$ cat config.mk
export PLATFORM = sky130hd
export DESIGN_NAME = qif_neuron_array_flat
export DESIGN_NICKNAME = d
export VERILOG_FILES = /design/src/rtl/qif_neuron_array_if.sv /design/src/rtl/qif_neuron_array.sv /design/src/flat_wrapper.sv
export SDC_FILE = /design/constraint.sdc
export NUM_CORES = 1
export LEC_CHECK = 0
export ABC_AREA = 1
export CORE_MARGIN = 3
export CORE_UTILIZATION = 30
export CTS_BUF_LIST = sky130_fd_sc_hd__clkbuf_8
export DETAILED_ROUTE_END_ITERATION = 10
export PLACE_DENSITY = 0.54
export RECOVER_POWER = 50
export SYNTH_ARGS = -nofsm -noshare
export SYNTH_HDL_FRONTEND = slang
export SYNTH_SLANG_ARGS = --single-unit
$ cat constraint.sdc
create_clock -name clk -period 10.6 [get_ports clk]
set_input_delay 1.06 -clock clk [delete_from_list [all_inputs] [get_ports clk]]
set_output_delay 1.06 -clock clk [all_outputs]
set_load 0.01 [all_outputs]
$ cat src/rtl/qif_neuron_array_if.sv
// Control, configuration and observation bundle for the QIF neuron array.
// The master side drives stimulus and configuration; the slave side is the array.
interface qif_neuron_array_if #(
   parameter int WIDTH = 8,
   parameter int N_CH  = 4,
   parameter int CNT_W = 8,
   parameter int SEL_W = 2
);
   logic                    ena;
   logic [N_CH*WIDTH-1:0]   i_in;
   logic [WIDTH-1:0]        v_thresh;
   logic [WIDTH-1:0]        v_reset;
   logic [WIDTH-1:0]        v_rest;
   logic [SEL_W-1:0]        sel;
   logic                    cnt_clr;
   logic [N_CH-1:0]         spike;
   logic [WIDTH-1:0]        v_out;
   logic [CNT_W-1:0]        cnt_out;
   logic [N_CH-1:0]         refrac;

   modport master (
      output ena, i_in, v_thresh, v_reset, v_rest, sel, cnt_clr,
      input  spike, v_out, cnt_out, refrac
   );

   modport slave (
      input  ena, i_in, v_thresh, v_reset, v_rest, sel, cnt_clr,
      output spike, v_out, cnt_out, refrac
   );
endinterface

$ cat src/rtl/qif_neuron_array.sv
// N_CH quadratic integrate-and-fire neurons stepped in parallel; spike registered on the crossing edge.
// No backpressure: ena low freezes all state and suppresses spikes, cnt_clr acts regardless of ena.
module qif_neuron_array #(
   parameter int WIDTH  = 8,
   parameter int N_CH   = 4,
   parameter int SHIFT  = 4,
   parameter int REFRAC = 3,
   parameter int CNT_W  = 8
) (
   input  logic              clk,
   input  logic              rst_n,
   qif_neuron_array_if.slave bus
);
   localparam int SW    = 2*WIDTH + 3;
   localparam int QW    = 2*WIDTH + 2;
   localparam int RC_W  = (REFRAC > 0) ? $clog2(REFRAC + 1) : 1;
   localparam int SEL_W = (N_CH > 1) ? $clog2(N_CH) : 1;
   localparam logic [RC_W-1:0]  RC_LOAD = RC_W'(REFRAC);
   localparam logic [RC_W-1:0]  RC_ONE  = RC_W'(1);
   localparam logic [CNT_W-1:0] CNT_MAX = '1;
   localparam logic [CNT_W-1:0] CNT_ONE = CNT_W'(1);
   localparam logic [SEL_W:0]   N_CH_L  = (SEL_W+1)'(N_CH);

   logic [WIDTH-1:0]        r_v     [N_CH];
   logic [RC_W-1:0]         r_rc    [N_CH];
   logic [CNT_W-1:0]        r_cnt   [N_CH];
   logic [N_CH-1:0]         r_spike;

   logic [WIDTH-1:0]        w_in    [N_CH];
   logic signed [WIDTH:0]   w_d     [N_CH];
   logic signed [QW-1:0]    w_dx    [N_CH];
   logic [QW-1:0]           w_q     [N_CH];
   logic signed [SW-1:0]    w_s     [N_CH];
   logic [WIDTH-1:0]        w_sc    [N_CH];
   logic [N_CH-1:0]         w_fire;

   // The sum is wide enough that v + q + i never wraps before the clamp.
   always_comb begin
      for (int k = 0; k < N_CH; k++) begin
         w_in[k] = bus.i_in[k*WIDTH +: WIDTH];
         w_d[k]  = $signed({1'b0, r_v[k]}) - $signed({1'b0, bus.v_rest});
         w_dx[k] = {{(QW-WIDTH-1){w_d[k][WIDTH]}}, w_d[k]};
         w_q[k]  = $unsigned(w_dx[k] * w_dx[k]) >> SHIFT;
         w_s[k]  = $signed({{(SW-WIDTH){1'b0}}, r_v[k]})
                 + $signed({1'b0, w_q[k]})
                 + $signed({{(SW-WIDTH){w_in[k][WIDTH-1]}}, w_in[k]});
         if (w_s[k][SW-1])
            w_sc[k] = '0;
         else if (|w_s[k][SW-2:WIDTH])
            w_sc[k] = '1;
         else
            w_sc[k] = w_s[k][WIDTH-1:0];
         w_fire[k] = (w_sc[k] >= bus.v_thresh);
      end
   end

   always_ff @(posedge clk or negedge rst_n) begin
      if (!rst_n) begin
         r_spike <= '0;
         for (int k = 0; k < N_CH; k++) begin
            r_v[k]   <= '0;
            r_rc[k]  <= '0;
            r_cnt[k] <= '0;
         end
      end else begin
         for (int k = 0; k < N_CH; k++) begin
            if (bus.ena) begin
               if (r_rc[k] != '0) begin
                  r_v[k]     <= bus.v_reset;
                  r_rc[k]    <= r_rc[k] - RC_ONE;
                  r_spike[k] <= 1'b0;
               end else if (w_fire[k]) begin
                  r_v[k]     <= bus.v_reset;
                  r_rc[k]    <= RC_LOAD;
                  r_spike[k] <= 1'b1;
                  if (r_cnt[k] != CNT_MAX)
                     r_cnt[k] <= r_cnt[k] + CNT_ONE;
               end else begin
                  r_v[k]     <= w_sc[k];
                  r_spike[k] <= 1'b0;
               end
            end else begin
               r_spike[k] <= 1'b0;
            end
            // Placed last so a clear beats a same-edge increment.
            if (bus.cnt_clr)
               r_cnt[k] <= '0;
         end
      end
   end

   always_comb begin
      bus.v_out   = '0;
      bus.cnt_out = '0;
      if ({1'b0, bus.sel} < N_CH_L) begin
         bus.v_out   = r_v[bus.sel];
         bus.cnt_out = r_cnt[bus.sel];
      end
      for (int k = 0; k < N_CH; k++)
         bus.refrac[k] = (r_rc[k] != '0);
   end

   assign bus.spike = r_spike;
endmodule

$ cat src/flat_wrapper.sv
// flat-port wrapper written by rule: the top's interface ports become plain ports
module qif_neuron_array_flat 
#(
   parameter int WIDTH  = 8,
   parameter int N_CH   = 4,
   parameter int SHIFT  = 4,
   parameter int REFRAC = 3,
   parameter int CNT_W  = 8
)
  (clk, rst_n, bus_ena, bus_i_in, bus_v_thresh, bus_v_reset, bus_v_rest, bus_sel, bus_cnt_clr, bus_spike, bus_v_out, bus_cnt_out, bus_refrac);
  qif_neuron_array_if #(.WIDTH(WIDTH), .N_CH(N_CH), .CNT_W(CNT_W), .SEL_W((2))) bus_i ();
  input  logic clk;
  input  logic rst_n;
  input wire logic [$bits(bus_i.ena)-1:0] bus_ena;
  input wire logic [$bits(bus_i.i_in)-1:0] bus_i_in;
  input wire logic [$bits(bus_i.v_thresh)-1:0] bus_v_thresh;
  input wire logic [$bits(bus_i.v_reset)-1:0] bus_v_reset;
  input wire logic [$bits(bus_i.v_rest)-1:0] bus_v_rest;
  input wire logic [$bits(bus_i.sel)-1:0] bus_sel;
  input wire logic [$bits(bus_i.cnt_clr)-1:0] bus_cnt_clr;
  output wire logic [$bits(bus_i.spike)-1:0] bus_spike;
  output wire logic [$bits(bus_i.v_out)-1:0] bus_v_out;
  output wire logic [$bits(bus_i.cnt_out)-1:0] bus_cnt_out;
  output wire logic [$bits(bus_i.refrac)-1:0] bus_refrac;
  assign bus_i.ena = bus_ena;
  assign bus_i.i_in = bus_i_in;
  assign bus_i.v_thresh = bus_v_thresh;
  assign bus_i.v_reset = bus_v_reset;
  assign bus_i.v_rest = bus_v_rest;
  assign bus_i.sel = bus_sel;
  assign bus_i.cnt_clr = bus_cnt_clr;
  assign bus_spike = bus_i.spike;
  assign bus_v_out = bus_i.v_out;
  assign bus_cnt_out = bus_i.cnt_out;
  assign bus_refrac = bus_i.refrac;
  qif_neuron_array #(.WIDTH(WIDTH), .N_CH(N_CH), .SHIFT(SHIFT), .REFRAC(REFRAC), .CNT_W(CNT_W)) u_core (.clk(clk), .rst_n(rst_n), .bus(bus_i));
endmodule
==> summary.md <==
| Metric | Value |
|---|---|
| CP max FO | `7` |
| H-tree depth | `3` |
| Clk_skew | `11.1 ps` |
| CP Buf/Inv Count | `10` |
| Syn_nets | `4034` |
| CP Data Arrival Time | `10400 ps` |
| Port-buffer cells | `85` |
| Number of buffers created by CTS | `9` |
| Post-Route WL | `67.2 mm` |
| Clk slew on worst S/H paths | `80 ps` |
| Die X | `286 µm` |
| Starting DRT DRC Count | `1210` |
| Residual DRC count | `0` |
| DR vias | `22900` |
| Area of the mapped netlist | `0.0235 mm²` |
| Avg Cell Area, Syn | `6.93 µm²` |
| Yosys warns | `0` |
| Max Freq | `0.0988 GHz` |
| CP Launch Type | `primary input` |
| # hold bufs at CTS | `0` |
| Area Overhead vs Synth | `34.8%` |
| Least-Margin Pin Slew | `4460 ps` |
| CTS tree | `done` |
| Share of cells above drive strength 1 | `24.1%` |
| Final Non-Filler Cells | `5072` |
| Setup crit end kind | `register` |
| Kind of critical path | `in2reg` |
| Die Area | `0.0817 mm²` |
| First-pass GRT wire length | `109 mm` |
| Gr ovfl total | `0` |
| Pins over their slew limit | `77` |
| Slowest stage delay, CP | `590 ps` |
| CORE AREA | `0.0767 mm²` |
| Final period util | `95.5%` |
| Final hold slack | `491 ps` |
| Avg WL per Cell | `13.3 µm` |
| GRT Util Overall | `16.2%` |
| Cell area after layout | `0.0317 mm²` |
| Row count | `101` |
| Fin nets | `4680` |
| CTS sink cnt | `76` |
| Min Clock Period, post-route | `10120 ps` |
| Post-DRT Antenna Nets | `0` |
| Slowest CP cell | `fa_1` |
| Syn Inst Count | `3392` |
| Io pins | `86` |
| Initial core utilization | `30.6%` |
| Clock latency on the worst-skew pair | `390 ps` |
| HP Class | `reg2reg` |
| GPL Wtd Cong | `0.877` |
| Status | `finished with violations` |
| Total of fill cells in the finished design | `8036` |
| Synthesis-stage register bit count | `76` |
| Worst-case clock buffer depth | `2` |
| Die Height | `286 µm` |
| Final Hold Violating Endpoints | `0` |
| DP Area | `0.0295 mm²` |
| Number of global-route vias before repair | `22100` |
| Critical path data required time | `10880 ps` |
| Initial antenna violation count | `3` |
| Placed cells | `5011` |
| CTS root buf | `clkbuf_8` |
| Cell variety after synth | `44` |
| Rel. slew slack | `-198%` |
| Hpwl dp | `57.3 mm` |
| Seq/Total Area, Yosys | `8.09%` |
| Setup violators final | `0` |
| Largest net degree at the start of global routing | `77` |
| Violated checks | `max-capacitance violations, max-slew violations` |
| Drt pass-1 iters | `8` |
| Core Util, Final | `41.3%` |
| Vias/cell | `4.52` |
| CP top delay family | `adder cells` |
| Max cap viols | `1` |
==> tightest hold or removal path, delay by kind of cell, from the launching register on <==
family	cells	cell delay (ps)
simple gates	1	50
flops	1	350
compound gates	1	60
==> final cells by class <==
type	count	area [µm²]	area share, %
clock inverter	5	47.5	0.150
antenna	1	2.50	0.00790
sequential	76	1900	6.00
multi-input combinational	2469	20000	63.0
timing repair buffer	664	5260	16.6
tap	1030	1290	4.07
clock buffer	9	124	0.391
inverter	818	3090	9.76
==> synth_stat cells, drive strengths merged <==
cell	instances	area [µm²]
a211oi	2	15.0
a21o	9	67.6
a21oi	191	982
a31oi	11	68.8
and2	8	52.6
buf	7	46.3
clkbuf	22	82.6
clkinv	9	33.8
dfrtp	76	1900
fa	244	4880
ha	336	4200
inv	809	3040
nand2	721	2750
nand3	194	1000
nand3b	16	120
nand4	59	369
nor2	287	1150
nor3	43	255
nor3b	1	7.51
nor4	3	18.8
o211ai	9	72.6
o21a	8	60.1
o21ai	133	666
o21bai	11	82.6
o22ai	20	125
or2	20	125
xnor2	60	526
xor2	83	791
==> metal layers <==
layer	vias to the layer above	track usage (%)	part of all wire [%]
met4	0	2.96	1.8
met5	-	0	0
li1	11800	-	-
met2	397	27.1	46
met1	10600	22.9	48
met3	63	1.56	4.0
==> what timing repair did <==
action                                  in CTS  in global routing
pin swaps                                   46                188
setup buffers                               14                 31
endpoints found under the setup margin      73                 76
gates cloned                                 1                  0
gates resized for setup                     85                323
==> registers in the layout, summed over array words and instances, names as in the netlist <==
register and cells:
u_core.r_cnt 32, u_core.r_v 32, u_core.r_rc 8, u_core.bus.spike 4
==> stage by stage <==
stage                     setup slack [ps]  setup TNS (ps)
after detailed placement              -959          -47100
after global placement                -876          -38770
after global routing                  -117           -2570
after floorplan                        263               0
after CTS                             2.09               0
final                                  478               0
==> path summary, 6_finish.rpt <==
path	start	to	slack, ps	cells past startpoint
worst max register to register	u_core.r_v[16]$_DFFE_PN0P_	u_core.r_v[16]$_DFFE_PN0P_	850	58
worst max-delay path	bus_v_rest[6]	u_core.r_v[16]$_DFFE_PN0P_	480	53
worst min register to register	u_core.r_rc[3]$_DFFE_PN0P_	u_core.r_rc[3]$_DFFE_PN0P_	490	2
worst min-delay path	u_core.r_rc[3]$_DFFE_PN0P_	u_core.r_rc[3]$_DFFE_PN0P_	490	2
max in group asynchronous	rst_n	u_core.r_v[17]$_DFFE_PN0P_	5860	1
min in group asynchronous	rst_n	u_core.bus.spike[3]$_DFF_PN0_	2260	1
==> kinds of logic after synthesis <==
| kind of cell | share of synthesized area (%) |
|---|---|
| adders and majority gates | 38.7 |
| and+or+nand+nor | 24.9 |
| DFF | 8.09 |
| AOI/OAI and AO/OA | 9.11 |
| buffers and inverters | 13.6 |
| xor gates and xnor gates | 5.60 |
==> cells in the final DEF, fill, tap and decap left out, types with 71 or more instances in the layout <==
| cell type | n |
|---|---|
| inv_1 | 780 |
| xor2_1 | 74 |
| nor2_1 | 208 |
| fa_1 | 235 |
| nand3_1 | 161 |
| buf_4 | 566 |
| ha_1 | 286 |
| o21ai_0 | 91 |
| clkdlybuf4s50_1 | 71 |
| nand2_1 | 663 |
| a21oi_1 | 131 |
| dfrtp_1 | 76 |
Power is left out: the tool's default activity adds up to more than one toggle a clock period on the data nets, which glitch-free logic cannot reach.
